==> src/rtl/nibble_serial_adder_ctrl_pkg.sv <==
// adder_pkg: shared FSM state type, slice width and nibble-count helper
package adder_pkg;
  typedef enum logic [1:0] {IDLE, RUN, DONE} state_t;
  localparam int NIB_W = 4;
  function automatic int nibbles(input int width);
    return width / NIB_W;
  endfunction
endpackage

==> src/rtl/nibble_serial_adder_ctrl_cla.sv <==
// carry_lookahead_adder_4bit: 4-bit carry-lookahead slice with carry out and signed overflow
module carry_lookahead_adder_4bit (
  input  logic [3:0] in0,
  input  logic [3:0] in1,
  input  logic       cin,
  output logic [3:0] sum,
  output logic       cout,
  output logic       v
);
  logic [3:0] g, p;
  logic [4:0] c;
  assign g = in0 & in1;
  assign p = in0 ^ in1;
  assign c[0] = cin;
  assign c[1] = g[0] | (p[0] & cin);
  assign c[2] = g[1] | (p[1] & g[0]) | (p[1] & p[0] & cin);
  assign c[3] = g[2] | (p[2] & g[1]) | (p[2] & p[1] & g[0]) | (p[2] & p[1] & p[0] & cin);
  assign c[4] = g[3] | (p[3] & g[2]) | (p[3] & p[2] & g[1]) | (p[3] & p[2] & p[1] & g[0])
              | (p[3] & p[2] & p[1] & p[0] & cin);
  assign sum  = p ^ c[3:0];
  assign cout = c[4];
  assign v    = c[4] ^ c[3];
endmodule

==> src/rtl/nibble_serial_adder_ctrl.sv <==
// nibble_serial_adder_ctrl: add/subtract a WIDTH-bit pair one nibble per clock through a single slice
module nibble_serial_adder_ctrl
  import adder_pkg::*;
#(
  parameter int WIDTH = 16
) (
  input  logic             clk,
  input  logic             rst,
  input  logic             start_i,
  input  logic             sub_i,
  input  logic [WIDTH-1:0] a_i,
  input  logic [WIDTH-1:0] b_i,
  output logic             busy_o,
  output logic             done_o,
  output logic [WIDTH-1:0] result_o,
  output logic             cout_o,
  output logic             ovf_o,
  output logic             zero_o
);
  localparam int NIBS = nibbles(WIDTH);
  localparam int CW   = $clog2(NIBS);
  state_t           state_q, state_d;
  logic [CW-1:0]    cnt_q, cnt_d;
  logic [WIDTH-1:0] a_q, a_d, b_q, b_d, res_q, res_d;
  logic             carry_q, carry_d, cout_q, cout_d, ovf_q, ovf_d, zero_q, zero_d;
  logic [NIB_W-1:0] s_in0, s_in1, s_sum;
  logic             s_cout, s_v, last, accept, run;
  assign last   = cnt_q == CW'(NIBS - 1);
  assign accept = state_q == IDLE && start_i;
  assign run    = state_q == RUN;
  assign s_in0  = a_q[cnt_q*NIB_W +: NIB_W];
  assign s_in1  = b_q[cnt_q*NIB_W +: NIB_W];
  carry_lookahead_adder_4bit u_slice (
    .in0  (s_in0),
    .in1  (s_in1),
    .cin  (carry_q),
    .sum  (s_sum),
    .cout (s_cout),
    .v    (s_v)
  );
  // state register
  always_ff @(posedge clk) begin
    if (rst) state_q <= IDLE;
    else     state_q <= state_d;
  end
  // next state: one RUN cycle per nibble, then a single DONE cycle
  always_comb begin
    state_d = state_q == IDLE ? (start_i ? RUN : IDLE) :
              state_q == RUN  ? (last ? DONE : RUN) : IDLE;
  end
  // handshake outputs decoded from state
  always_comb begin
    busy_o = state_q != IDLE;
    done_o = state_q == DONE;
  end
  // datapath next state: latch operands on accept, write one result nibble per RUN cycle
  always_comb begin
    a_d     = accept ? a_i : a_q;
    b_d     = accept ? b_i ^ {WIDTH{sub_i}} : b_q;
    carry_d = accept ? sub_i : run ? s_cout : carry_q;
    cnt_d   = accept ? '0 : (run && !last) ? cnt_q + 1'b1 : cnt_q;
    res_d   = res_q;
    if (run) res_d[cnt_q*NIB_W +: NIB_W] = s_sum;
    cout_d  = (run && last) ? s_cout : cout_q;
    ovf_d   = (run && last) ? s_v : ovf_q;
    zero_d  = (run && last) ? res_d == '0 : zero_q;
  end
  // datapath registers
  always_ff @(posedge clk) begin
    if (rst) begin
      cnt_q   <= '0;
      a_q     <= '0;
      b_q     <= '0;
      res_q   <= '0;
      carry_q <= 1'b0;
      cout_q  <= 1'b0;
      ovf_q   <= 1'b0;
      zero_q  <= 1'b0;
    end else begin
      cnt_q   <= cnt_d;
      a_q     <= a_d;
      b_q     <= b_d;
      res_q   <= res_d;
      carry_q <= carry_d;
      cout_q  <= cout_d;
      ovf_q   <= ovf_d;
      zero_q  <= zero_d;
    end
  end
  assign result_o = res_q;
  assign cout_o   = cout_q;
  assign ovf_o    = ovf_q;
  assign zero_o   = zero_q;
endmodule

==> config.mk <==
export PLATFORM = sky130hd
export DESIGN_NAME = nibble_serial_adder_ctrl
export DESIGN_NICKNAME = d
export VERILOG_FILES = /design/src/rtl/nibble_serial_adder_ctrl_pkg.sv /design/src/rtl/nibble_serial_adder_ctrl_cla.sv /design/src/rtl/nibble_serial_adder_ctrl.sv
export SDC_FILE = /design/constraint.sdc
export NUM_CORES = 1
export LEC_CHECK = 0
export CAP_MARGIN = 20
export CORE_ASPECT_RATIO = 1.1
export CORE_MARGIN = 3
export CORE_UTILIZATION = 55
export DETAILED_ROUTE_END_ITERATION = 8
export HOLD_SLACK_MARGIN = 0.06
export PLACE_DENSITY = 0.93
export REMOVE_ABC_BUFFERS = 1
export SLEW_MARGIN = 30
export SYNTH_ARGS = -nofsm -noshare
export SYNTH_HDL_FRONTEND = slang
export SYNTH_SLANG_ARGS = --single-unit
==> constraint.sdc <==
create_clock -name clk -period 4.3 [get_ports clk]
set_input_delay 0.86 -clock clk [delete_from_list [all_inputs] [get_ports clk]]
set_output_delay 0.86 -clock clk [all_outputs]
set_load 0.05 [all_outputs]
### Word level (Yosys, flattened, before mapping)

Index checks and enable logic that the tools add are counted.

* shift operators: 4
* $add $sub $neg: 2
* reductions and logical operators: 9
* eq/ne operators: 3
* bitwise operators: 31
* multiplexer cells: 8

Operators by type and width (number)
* $neg A4 Y34: 1
* $shift A4 B34 Y16 const A: 1
* $shiftx A4 B34 Y16: 1
* $shiftx A16 B5 Y4: 2
* $and A1 B1 Y1: 16
* $bwmux W16: 1
* $logic_not A16 Y1: 1
* $mux W16: 1
* $xor A16 B16 Y16: 1
* $or A1 B1 Y1: 10
* $xor A4 B4 Y4: 2
* $mux W2: 3
* $and A4 B4 Y4: 1
* $eq A2 B2 Y1 const B: 2
* $reduce_bool A2 Y1: 2
* $logic_and A1 B1 Y1: 3
* $mux W1: 3
* $add A2 B1 Y2 const B: 1
* $eq A2 B1 Y1 const B: 1
* $logic_not A2 Y1: 1
* $reduce_or A2 Y1: 1
* $logic_not A1 Y1: 1
* $xor A1 B1 Y1: 1

* logic and storage cells: 66
* output and inout port bits: 21
* flip-flop bits (word level): 56
* input bits: 36

### Depth between registers and ports, before layout

* depth in word-level cells: 11
* depth in mapped cells: 8
* gate-level depth less buffers: 7

### Cells and area by module

A second synthesis with hierarchy kept.

* cell total of the unflattened synthesis: 292
* area total of the unflattened synthesis: 2741.4 um2

By module, submodules not included
* nibble_serial_adder_ctrl: instances 1, cells an instance 272, seq. area each 1121.1 um2, area an instance 2560.0 um2
* carry_lookahead_adder_4bit: instances 1, cells an instance 20, seq. area each 0.0 um2, area an instance 181.4 um2

### Worst setup path before layout

No wires, ideal clock.

* path kind: flip-flop to flip-flop
* start point: reg cnt_q[0]
* end point: reg zero_q (netlist: zero_o)
* arrival: 2651 ps
* library setup time: 84 ps
* period minus slack after synthesis: 2735 ps
* path buffers: 1
* setup slack: 1565 ps
* cell stages (with the launch flop): 9
* required time: 4216 ps
* path through: dfxtp_1 buf_2 mux4_2 ha_1 a211oi_1 o21bai_1 xor2_1 o32a_1 o31ai_2

* longest elaborated chain between the ends: 11
* elaborated cells between the ends (all ways): 28
* classes of those cells: add/sub (1); eq/ne (1); shift (4); mux (2); bitwise (18); reduce/logical (2)

RTL lines
* start, declared: RTL line nibble_serial_adder_ctrl.sv:23 `logic [CW-1:0] cnt_q, cnt_d;`
* start signal, assigned: RTL line nibble_serial_adder_ctrl.sv:80 `cnt_q <= cnt_d;`
* $shiftx A16 B5 Y4 (on tied branches): RTL line nibble_serial_adder_ctrl.sv:31, nibble_serial_adder_ctrl.sv:32
* $xor A4 B4 Y4 or $and A4 B4 Y4 (tied branches): RTL line nibble_serial_adder_ctrl_cla.sv:13, nibble_serial_adder_ctrl_cla.sv:12
* $and A1 B1 Y1: RTL line nibble_serial_adder_ctrl_cla.sv:17 `assign c[3] = g[2] | (p[2] & g[1]) | (p[2] & p[1] & g[0]) | (p[2] & p[1] & p[0] & cin);`
* $or A1 B1 Y1 or $and A1 B1 Y1 (tied branches) (2 in a row): RTL line nibble_serial_adder_ctrl_cla.sv:17
* $or A1 B1 Y1: RTL line nibble_serial_adder_ctrl_cla.sv:17
* $xor A4 B4 Y4: RTL line nibble_serial_adder_ctrl_cla.sv:20 `assign sum = p ^ c[3:0];`
* $shiftx A4 B34 Y16: RTL line nibble_serial_adder_ctrl.sv:63 `if (run) res_d[cnt_q*NIB_W +: NIB_W] = s_sum;`
* $bwmux W16: RTL line nibble_serial_adder_ctrl.sv:63
* $mux W16: RTL line nibble_serial_adder_ctrl.sv:63
* $logic_not A16 Y1: RTL line nibble_serial_adder_ctrl.sv:66 `zero_d = (run && last) ? res_d == '0 : zero_q;`
* end signal, assigned: RTL line nibble_serial_adder_ctrl.sv:87 `zero_q <= zero_d;`
* end, declared: RTL line nibble_serial_adder_ctrl.sv:25 `logic carry_q, carry_d, cout_q, cout_d, ovf_q, ovf_d, zero_q, zero_d;`

Parallel ways exist; a longest one is shown, timed or not.
A chain may end at the register's enable or synchronous reset.

### Worst setup path after layout

Same ends and word-level chain as after synthesis.

==> flow_summary.json <==
{
  "port_buffers": 56,
  "cts_max_level": 2,
  "cts_setup_buffers": 0,
  "pwr_density_cell_nw_per_um2": 325,
  "fill_cells": 370,
  "floorplan.initialDensity": 0.577,
  "synth_area_um2": 2700,
  "syn2layout_area_growth_pct": 24.1,
  "peakVddDrop_mv": 0.234,
  "die_area_um2": 5790,
  "hold_buffers": 0,
  "startpoint_type": "register",
  "relSlewSlack": 0.395,
  "grt_start_max_net_pins": 58,
  "io_pins": 57,
  "path_class": "reg -> reg",
  "synth_cell_types": 40,
  "synthCells": 292,
  "status": "completed",
  "finalSetupTns_ns": 0,
  "finalCritPeriodShare": 0.760,
  "grt_usage": 0.218,
  "setup_viol": 0,
  "post-place-cells": 387,
  "final_hold_viol_count": 0,
  "worstMarginPinSlew_ns": 0.904,
  "async_flop_share": 0,
  "wirelength_um": 6120,
  "drt_first_pass_iters": 4,
  "dr.first_iter.drc_count": 139,
  "synth_ff_type": "dfxtp_1",
  "grt_overflow": 0,
  "ys_seq_area_frac": 0.415,
  "dpl.hpwl_um": 4520,
  "place.gp.congestion": 0.835,
  "rows": 26,
  "vias_per_cell": 5.81,
  "routed-via-count": 2289,
  "final_common_cell": "dfxtp_1",
  "critPathRequiredTime_ns": 4.50,
  "grt_pass1_vias": 2236,
  "cp.arrival_ns": 3.47,
  "cts_buffers": 5,
  "drv_cap": 0,
  "clock_skew_ns": 0.00321,
  "dieWidth_um": 72.8,
  "wl_per_cell_um": 15.5,
  "clk_latency_ns": 0.30,
  "fin_cells": 394,
  "timing.fmax_mhz": 306,
  "rsz0062_at_grt": "false",
  "slew_viol_final": 0,
  "core_um2": 4680,
  "detail-route-antenna-nets": 0,
  "drc": 0,
  "antenna_found_initial": 0,
  "die_y_um": 79.5,
  "p_leak_nw": 1.21,
  "cts_tree": "built",
  "path_clk_slew_ns": 0.09,
  "drive_gt1_frac": 0.0769,
  "grt_pass1_wl_um": 9960,
  "final_cell_mix": "dfxtp_1, clkdlybuf4s50_1, nand2_1",
  "end_kind": "register",
  "cts_root_buf": "clkbuf_8",
  "cts_sinks": 56,
  "ctsResizeCount": 0,
  "worstPathMaxFanout": 16,
  "n_antenna_cell": 0,
  "period_needed_ns": 3.27,
  "hold_class": "reg -> reg",
  "yosysWarnings": 0,
  "ys_ff_latch": 56,
  "synth_edf_count": 0,
  "syn_area_per_cell_um2": 9.26,
  "clk_path_buf_depth": 2,
  "nets": 386
}
-- path summary, 6_finish.rpt --
kind	from	to	slack (ns)	cells after the start
min reg2reg	a_q[3]	a_q[3]	0.46	2
min	a_q[3]	a_q[3]	0.46	2
max reg2reg	cnt_q[0]	zero_o	1.03	7
max	cnt_q[0]	zero_o	1.03	7
-- cell families (layout without fill, tap and decap cells) --
kind of cell    count (synthesis)  after routing  synth area share
fa+ha+maj                      12             12            0.0583
simple gates                  100            100             0.174
buf+inv                        24             70            0.0384
flops                          56             56             0.415
xor+xnor                       20             20            0.0648
mux                            11             11            0.0778
compound gates                 69             69             0.172
-- final cells by class --
class                           count  area [um2]  share of cell area
Inverter                            6        22.5             0.00672
Clock buffer                        7        96.3              0.0287
Sequential cell                    56        1120               0.334
Multi-Input combinational cell    212        1480               0.441
Timing Repair Buffer               57         566               0.169
Tap cell                           56        70.1              0.0209
-- cell usage after synthesis, types with 3 or more instances --
cell type / count / area share
a21oi_1: 24 / 0.044
ha_1: 11 / 0.051
nor3_1: 3 / 0.0056
a211oi_1: 17 / 0.047
clkbuf_1: 7 / 0.0097
inv_1: 6 / 0.0083
mux4_2: 8 / 0.067
mux2i_1: 3 / 0.011
o21ai_0: 3 / 0.0056
a22oi_1: 13 / 0.036
dfxtp_1: 56 / 0.41
nor2_1: 37 / 0.051
nand2_1: 43 / 0.060
xnor2_1: 18 / 0.058
buf_2: 8 / 0.015
-- report_power, final --
group          internal [mW]  switching [mW]  leakage (nW)
logic                  0.100           0.118         0.706
registers              0.547          0.0237         0.458
clock network          0.144           0.157        0.0503
total                  0.790           0.298          1.21
-- per-stage QoR --
| step | setup slack [ns] | hold slack (ns) | cell area [um2] | power, mW | utilization |
|---|---|---|---|---|---|
| after floorplan | 1.52 | 0.427 | 2620 | 0.709 | - |
| after global placement | 1.26 | 0.444 | 3250 | 0.786 | 0.695 |
| after detailed placement | 1.14 | 0.449 | 3250 | 0.797 | 0.695 |
| after CTS | 1.05 | 0.462 | 3350 | 1.09 | 0.715 |
| after global routing | 0.904 | 0.479 | 3350 | 1.13 | 0.716 |
| final | 1.03 | 0.462 | 3350 | 1.09 | 0.716 |
-- critical path, cell delays in order (launching register included) --
cell and delay, ns:
dfxtp_1 0.91, mux4_2 0.66, ha_1 0.37, a211oi_1 0.28
o21bai_1 0.19, xor2_1 0.42, o32a_1 0.27, o31ai_2 0.07
-- registers in the layout (all words and copies together) (netlist names) --
name      cells
a_q          16
b_q          16
carry_q       1
cnt_q         2
cout_o        1
ovf_o         1
result_o     16
state_q       2
zero_o        1
-- metal layers --
layer	share of wire	GRT usage
met1	0.39	0.231
met2	0.55	0.412
met3	0.042	0.0453
met4	0.020	0.0849
met5	0	0
Power figures use the tool's default switching activity.
